`config.mk`:
```
export PLATFORM = sky130hd
export DESIGN_NAME = fft_reorder_buffer
export DESIGN_NICKNAME = d
export VERILOG_FILES = /design/src/rtl/fft_reorder_buffer.sv
export SDC_FILE = /design/constraint.sdc
export NUM_CORES = 2
export LEC_CHECK = 0
export BUFFER_PORTS_ARGS = -buffer_cell sky130_fd_sc_hd__buf_4
export CELL_PAD_IN_SITES_DETAIL_PLACEMENT = 1
export CELL_PAD_IN_SITES_GLOBAL_PLACEMENT = 1
export CORE_UTILIZATION = 50
export DETAILED_ROUTE_END_ITERATION = 8
export MAX_ROUTING_LAYER = met4
export PLACE_DENSITY = 0.72
export RECOVER_POWER = 50
export SYNTH_ARGS = -nofsm -noshare
export SYNTH_HDL_FRONTEND = slang
export SYNTH_SLANG_ARGS = --single-unit
export TNS_END_PERCENT = 50
```
`constraint.sdc`:
```
create_clock -name clock -period 4.47 [get_ports clock]
set_input_delay 0.447 -clock clock [delete_from_list [all_inputs] [get_ports clock]]
set_output_delay 0.447 -clock clock [all_outputs]
set_load 0.01 [all_outputs]
```
`src/rtl/fft_reorder_buffer.sv`:
```
`default_nettype none
// ============================================================================
// Module      : fft_reorder_buffer
// Description : Sink-side reorder buffer for the radix-2^2 SDF FFT pipeline.
//               Takes the bit-reversed sample stream from the last SDF stage.
//               Re-emits each N-point frame in natural order.
//               Two banks are used ping-pong style: frame k+1 is written into
//               one bank while frame k is read from the other. This sustains
//               one sample per clock with no stalls.
//
// Ports       : clock               - system clock, rising edge
//               reset               - asynchronous active-high reset
//               data_input_en       - input sample valid (N cycles per frame)
//               data_input_real     - input real part, bit-reversed order
//               data_input_complex  - input imaginary part, bit-reversed order
//               data_output_en      - output sample valid
//               data_output_real    - output real part, natural order
//               data_output_complex - output imaginary part, natural order
//               data_output_last    - high with output sample index N-1
//               frame_abort         - one-cycle pulse on partial-frame discard
//
// Revision    : 1.0 - initial release
// ============================================================================
module fft_reorder_buffer #(
    parameter int N     = 64,
    parameter int WIDTH = 16
) (
    input  logic             clock,
    input  logic             reset,
    input  logic             data_input_en,
    input  logic [WIDTH-1:0] data_input_real,
    input  logic [WIDTH-1:0] data_input_complex,
    output logic             data_output_en,
    output logic [WIDTH-1:0] data_output_real,
    output logic [WIDTH-1:0] data_output_complex,
    output logic             data_output_last,
    output logic             frame_abort
);

    localparam int               LOG_N       = $clog2(N);
    localparam logic [LOG_N-1:0] C_LAST_IDX  = LOG_N'(N - 1);
    localparam logic [LOG_N-1:0] C_ONE       = LOG_N'(1);

    typedef enum logic [0:0] {
        ST_IDLE = 1'b0,
        ST_READ = 1'b1
    } state_t;

    // Sample storage: {bank, address} indexes a 2N-deep array of {re, im}.
    logic [2*WIDTH-1:0] r_mem [0:2*N-1];

    logic [LOG_N-1:0] r_wr_count;
    logic             r_wr_bank;
    logic [LOG_N-1:0] w_wr_addr;
    logic             r_frame_done;
    logic             r_filled_bank;

    state_t           r_state;
    logic [LOG_N-1:0] r_rd_count;
    logic             r_rd_bank;

    // Write address is the bit-reversed input index. After this, a linear
    // read sweep yields natural order.
    generate
        for (genvar gi = 0; gi < LOG_N; gi++) begin : g_bitrev
            assign w_wr_addr[gi] = r_wr_count[LOG_N-1-gi];
        end
    endgenerate

    always_ff @(posedge clock) begin
        if (data_input_en) begin
            r_mem[{r_wr_bank, w_wr_addr}] <= {data_input_real, data_input_complex};
        end
    end

    // Write-side control. The frame-complete trigger is registered.
    // The read side therefore starts one cycle after the last sample lands.
    // This gives the two-clock input-to-output latency.
    always_ff @(posedge clock or posedge reset) begin
        if (reset) begin
            r_wr_count    <= '0;
            r_wr_bank     <= 1'b0;
            r_frame_done  <= 1'b0;
            r_filled_bank <= 1'b0;
            frame_abort   <= 1'b0;
        end else begin
            r_frame_done <= 1'b0;
            frame_abort  <= 1'b0;
            if (data_input_en) begin
                if (r_wr_count == C_LAST_IDX) begin
                    r_wr_count    <= '0;
                    r_wr_bank     <= ~r_wr_bank;
                    r_frame_done  <= 1'b1;
                    r_filled_bank <= r_wr_bank;
                end else begin
                    r_wr_count <= r_wr_count + C_ONE;
                end
            end else if (r_wr_count != '0) begin
                // Valid dropped mid-frame: discard the partial frame.
                // Refill the same bank from index 0.
                r_wr_count  <= '0;
                frame_abort <= 1'b1;
            end
        end
    end

    // Read FSM with the registered output stage. Triggers are at least N
    // cycles apart. Each one therefore arrives no earlier than the final read
    // cycle of the previous frame. That is the only place a back-to-back
    // restart needs to be handled.
    always_ff @(posedge clock or posedge reset) begin
        if (reset) begin
            r_state             <= ST_IDLE;
            r_rd_count          <= '0;
            r_rd_bank           <= 1'b0;
            data_output_en      <= 1'b0;
            data_output_last    <= 1'b0;
            data_output_real    <= '0;
            data_output_complex <= '0;
        end else begin
            data_output_en   <= (r_state == ST_READ);
            data_output_last <= (r_state == ST_READ) && (r_rd_count == C_LAST_IDX);
            if (r_state == ST_READ) begin
                {data_output_real, data_output_complex} <= r_mem[{r_rd_bank, r_rd_count}];
            end

            case (r_state)
                ST_IDLE: begin
                    if (r_frame_done) begin
                        r_state    <= ST_READ;
                        r_rd_bank  <= r_filled_bank;
                        r_rd_count <= '0;
                    end
                end
                ST_READ: begin
                    if (r_rd_count == C_LAST_IDX) begin
                        r_rd_count <= '0;
                        if (r_frame_done) begin
                            r_rd_bank <= r_filled_bank;
                        end else begin
                            r_state <= ST_IDLE;
                        end
                    end else begin
                        r_rd_count <= r_rd_count + C_ONE;
                    end
                end
                default: begin
                    r_state    <= ST_IDLE;
                    r_rd_count <= '0;
                end
            endcase
        end
    end

endmodule
`default_nettype wire

```
; Yosys cells after proc, flatten, opt, wreduce, memory -nomap -nowiden
; Memories as Yosys holds them, arrays and structs flattened. A register that Yosys moved wholly into a read port is not among the register bits.
; Cells that the tools add are included.
[classes]
eq_ne = 4
n_reduce_logical = 4
muxes = 18
addsub = 2
n_bitwise = 2
[op_table]
columns = cell, n
row1 = $mux 6, 5
row2 = $add 6x1->6 const B, 2
row3 = $eq 6x6->1 const B, 2
row4 = $pmux 6 s2, 1
row5 = $mux 1, 10
row6 = $reduce_bool 6->1, 1
row7 = $pmux 1 s2, 2
row8 = $ne 2x1->1 const B, 1
row9 = $ne 2x2->1 const B, 1
row10 = $not 1->1, 2
row11 = $reduce_and 2->1, 1
row12 = $reduce_bool 2->1, 1
row13 = $logic_and 1x1->1, 1
[word_totals]
wordCells = 41
out_inout_bits = 35
ff_bits = 20
input_bits = 35
ram_bits = 4096
mem_count = 1
[memory_table]
columns = name, depth, word_bits, read_ports, rd_clocked_by_memory_dff, write_ports, line_no
row1 = r_mem, 128, 32, 1, 1, 1, 50  ; logic [2*WIDTH-1:0] r_mem [0:2*N-1];

; Depth between registers and ports, before layout
[logic_depth]
word_depth = 3
depth_mapped = 12
depth_no_buf = 6

; Worst setup path before layout
; Ideal clock, no wire load.
[synth_path]
path_type = input to register
startpoint = in data_input_en
endpoint = mem r_mem[72][0] in the netlist's numbering, enable pin
t_arrival_ns = 3.393
setup_slack_ns = 0.616
stages = 5
path_buffers = 1
required_ns = 4.009
cell_sequence = clkbuf_1 inv_1 nor2_1 nand2_1 nor3_1
[synth_via]
elab_chain_cells = 2
[synth_rtl]
columns = element, line_no
row1 = "start, declared", 30  ; input logic data_input_en,
row2 = $mux 1, 71  ; if (data_input_en) begin
row3 = $mux 1 (not written as such), 72  ; r_mem[{r_wr_bank, w_wr_addr}] <= {data_input_real, data_input_complex};
row4 = "end, declared", 50
; No other way between the ends.

==> metrics.log <==
INFO  metric grt_start_max_net_pins = 129
INFO  metric postRouteWirelength = 510000 um
INFO  metric hp-class = in -> reg
INFO  metric power.density = 472 mW/mm^2
INFO  metric clock_tree_from_tritoncts = built
INFO  metric detail_route.drc_violations = 0
INFO  metric finalInstanceArea = 0.182 sq mm
INFO  metric critical_path.startpoint_type = register
INFO  metric largest_fanout_of_any_net_on_the_critical_path = 70
INFO  metric finalSetupTns = -0.00505 ns
INFO  metric number_of_clock_buffers_inserted_by_tritoncts = 415
INFO  metric synth_async_sr_flop_share = 0.0125
INFO  metric clock-sinks = 4148
INFO  metric die_h = 567 um
INFO  metric tightestPinTransition = 5.03 ns
INFO  metric seq_area_frac_synth = 0.780
INFO  metric unrepaired_setup_endpoints_after_global_routing = false
INFO  metric firstDrtPassIters = 6
INFO  metric setup_slack_placement = 0.0366 ns
INFO  metric synth_top_area_cell = sky130_fd_sc_hd__edfxtp_1
INFO  metric synth_top_cell_area_share = 0.772
INFO  metric wire_length_of_the_first_global_routing_pass = 698000 um
INFO  metric synth_area = 0.159 sq mm
INFO  metric worst_setup_hold_path_clk_slew = 0.06 ns
INFO  metric max-cap-violations = 47
INFO  metric num_vias = 85700
INFO  metric final_hold_viol_count = 0
INFO  metric achievable_frequency = 223 MHz
INFO  metric initial_core_util = 0.504
INFO  metric setup.worst_path.class = reg -> reg
INFO  metric crit_path_cell_trace = buf_12 -> mux4_2 -> mux2i_1 -> o311ai_0 -> o221ai_1 -> nand3_1
INFO  metric commonest_cells_in_the_synthesized_netlist = 4096 x sky130_fd_sc_hd__edfxtp_1, 873 x sky130_fd_sc_hd__mux4_2, 422 x sky130_fd_sc_hd__mux2i_1
INFO  metric syn2layout_area_growth = 14.1%
INFO  metric placement.io_buffers = 69
INFO  metric grt_overflow = 0
INFO  metric drt-wirelength-per-cell = 40.8 um
INFO  metric cts-root-buf = sky130_fd_sc_hd__clkbuf_16
INFO  metric cp_top_family = compound AO/OA/AOI/OAI gates
INFO  metric synth.top_cells.by_area = sky130_fd_sc_hd__edfxtp_1 77%, sky130_fd_sc_hd__mux4_2 12%, sky130_fd_sc_hd__mux2i_1 2.7%
INFO  metric clkLatencyLatePin = 1.00 ns
INFO  metric floorplan.core_area = 0.316 sq mm
INFO  metric setup_viol = 1
INFO  metric dieArea = 0.321 sq mm
INFO  metric cts_resized = 0
INFO  metric initial_antenna_violation_count = 55
INFO  metric skew = 0.0704 ns
INFO  metric post_synth_num_cell_types = 71
INFO  metric syn-num-nets = 7417
INFO  metric fin_total_pwr = 0.0858 W
INFO  metric synthFlopType = sky130_fd_sc_hd__edfxtp_1
INFO  metric global_placer_s_final_weighted_congestion = 0.876
INFO  metric post-dp-hpwl = 297000 um
INFO  metric placed_cells_incl_taps = 11700
INFO  metric postSynthAreaPerCell = 21.6 sq um
INFO  metric htreeDepth = 5
INFO  metric buffers_and_inverters_on_the_worst_path = 1
INFO  metric number_of_rows_created_at_floorplan = 206
INFO  metric placement.cell_area = 0.168 sq mm
INFO  metric timing.critical_path.slowest_stage_cell = sky130_fd_sc_hd__o311ai_0
INFO  metric fillers = 26400
INFO  metric yosys_register_bits = 4148
INFO  metric remaining_number_of_nets_flagged_by_the_antenna_check_after_routing = 0
INFO  metric postSynthCellCount = 7379
INFO  metric fp.dieW = 567 um
INFO  metric timing_max_transition_violations_final = 2874
INFO  metric nNetsFinal = 7978
INFO  metric slack_of_the_critical_path = -0.00505 ns
INFO  metric initialDrtViolationCount = 14700
INFO  metric power.ir.vdd_worst = 358 uV
INFO  metric clockBufferDepth = 4
INFO  metric synth_enable_flop_cells = 4096
INFO  metric layout-drive-gt1-share = 0.264
INFO  metric worstSetupEndpointType = register
INFO  metric power.static_leakage = 56.2 nW
INFO  metric crit_arrival = 5.35 ns
INFO  metric crit_path_max_incr_delay = 1.26 ns
INFO  metric min_period_over_period = 1.00
INFO  metric via_to_cell_ratio = 6.87
INFO  metric synthMostInstantiatedCell = sky130_fd_sc_hd__edfxtp_1
INFO  metric grt_pass1_vias = 86900
INFO  metric io_pins = 70
INFO  metric failed_checks = capacitance limit, slew limit, setup timing
INFO  metric instances_no_fill = 12500
INFO  metric min_tclk_post_route = 4.48 ns
INFO  metric ys_warn_count = 0
INFO  metric relSlewSlack = -2.35
INFO  metric cp_data_required_time = 5.35 ns
INFO  metric run_status = finished with violations
INFO  metric grt_usage = 0.325
## flip-flops by register name, summed over array words and instances, names as in the netlist
name                 flops
r_wr_bank                1
data_output_complex     16
data_output_en           1
data_output_real        16
r_frame_done             1
r_wr_count               6
r_state                  1
data_output_last         1
r_rd_count               6
frame_abort              1
r_filled_bank            1
r_rd_bank                1
r_mem                 4096
## logic make-up after synthesis
| kind of cell | synth area share |
|---|---|
| DFF | 0.780 |
| AOI/OAI and AO/OA | 0.0321 |
| muxes | 0.153 |
| adders and majority gates | 0.000236 |
| and+or+nand+nor | 0.0195 |
| buffers and inverters | 0.0154 |
| xor gates and xnor gates | 0.000165 |
## power breakdown
part	total, W	leakage (nW)	internal [W]	switching [W]
sequential	0.0435	37.5	0.0431	0.000334
combinational	0.00760	12.2	0.00328	0.00431
clock	0.0348	6.52	0.0195	0.0152
total	0.0858	56.2	0.0660	0.0199
## timing repair
action / 4_1_cts / 5_1_grt
hold endpoints to repair: 219 / 0
setup buffers: 1 / 0
hold buffers: 9 / 0
endpoints found under the setup margin: 1 / 0
## final timing paths
path,startpoint,endpoint,slack [ns],cells past startpoint
worst max-delay path,r_rd_count[0]$_DFFE_PP0P_,data_output_real[14]$_DFFE_PP0P_,-0.005,6
worst min-delay path,data_input_en,frame_abort$_DFF_PP0_,0.39,3
worst max register to register,r_rd_count[0]$_DFFE_PP0P_,data_output_real[14]$_DFFE_PP0P_,-0.005,6
worst min register to register,r_frame_done$_DFF_PP0_,r_rd_count[1]$_DFFE_PP0P_,0.51,1
max in group asynchronous,reset,data_output_real[0]$_DFFE_PP0P_,1.01,4
min in group asynchronous,reset,frame_abort$_DFF_PP0_,0.80,3
## worst min-delay path, cell delays in order
cell and delay, ns:
sky130_fd_sc_hd__dlygate4sd3_1 0.54, sky130_fd_sc_hd__buf_4 0.22, sky130_fd_sc_hd__nor2_1 0.13
## routing by layer
layer | up-vias | global-route usage | part of all wire
met2 | 6338 | 0.497 | 0.47
met4 | 0 | 0.127 | 0.046
met5 | - | - | 0
li1 | 32300 | - | -
met1 | 46000 | 0.423 | 0.36
met3 | 1090 | 0.0782 | 0.12
## metrics by stage
stage          utilization  hold slack (ns)
2_1_floorplan            -            0.412
3_3_place_gp         0.533            0.489
4_1_cts              0.576          0.00373
5_1_grt              0.575            0.422
3_5_place_dp         0.533            0.499
6_report             0.575            0.394
## area by class of cell
cell class	instances	area, sq um	area share
Multi-Input combinational cell	2789	33700	0.186
Tap cell	4160	5200	0.0286
Sequential cell	4148	124000	0.684
Timing Repair Buffer	573	4890	0.0269
Clock buffer	531	11000	0.0606
Antenna cell	32	80.1	0.000441
Clock inverter	233	2460	0.0135
Inverter	13	70.1	0.000385
## layout by cell type, fill, tap and decap left out, types with 14 or more instances in the layout
| cell type | count |
|---|---|
| sky130_fd_sc_hd__clkinv_1 | 80 |
| sky130_fd_sc_hd__o22ai_1 | 113 |
| sky130_fd_sc_hd__mux4_2 | 873 |
| sky130_fd_sc_hd__bufinv_16 | 35 |
| sky130_fd_sc_hd__a211oi_1 | 28 |
| sky130_fd_sc_hd__nor2_1 | 79 |
| sky130_fd_sc_hd__mux2i_1 | 422 |
| sky130_fd_sc_hd__dfrtp_1 | 45 |
| sky130_fd_sc_hd__clkbuf_2 | 25 |
| sky130_fd_sc_hd__diode_2 | 32 |
| sky130_fd_sc_hd__nor3_1 | 44 |
| sky130_fd_sc_hd__clkinv_2 | 67 |
| sky130_fd_sc_hd__clkbuf_16 | 417 |
| sky130_fd_sc_hd__clkbuf_8 | 15 |
| sky130_fd_sc_hd__a21oi_1 | 133 |
| sky130_fd_sc_hd__nand3_1 | 63 |
| sky130_fd_sc_hd__mux2_2 | 40 |
| sky130_fd_sc_hd__nor2_4 | 128 |
| sky130_fd_sc_hd__o31ai_1 | 14 |
| sky130_fd_sc_hd__o21ai_0 | 67 |
| sky130_fd_sc_hd__clkbuf_1 | 148 |
| sky130_fd_sc_hd__a31oi_1 | 40 |
| sky130_fd_sc_hd__clkinvlp_4 | 18 |
| sky130_fd_sc_hd__nand4_1 | 19 |
| sky130_fd_sc_hd__buf_12 | 64 |
| sky130_fd_sc_hd__and3_1 | 20 |
| sky130_fd_sc_hd__o221ai_1 | 126 |
| sky130_fd_sc_hd__nand2_1 | 279 |
| sky130_fd_sc_hd__buf_4 | 420 |
| sky130_fd_sc_hd__a311oi_1 | 15 |
| sky130_fd_sc_hd__edfxtp_1 | 4096 |
| sky130_fd_sc_hd__a22oi_1 | 78 |
Note: power is estimated with default switching activity, not from simulation.
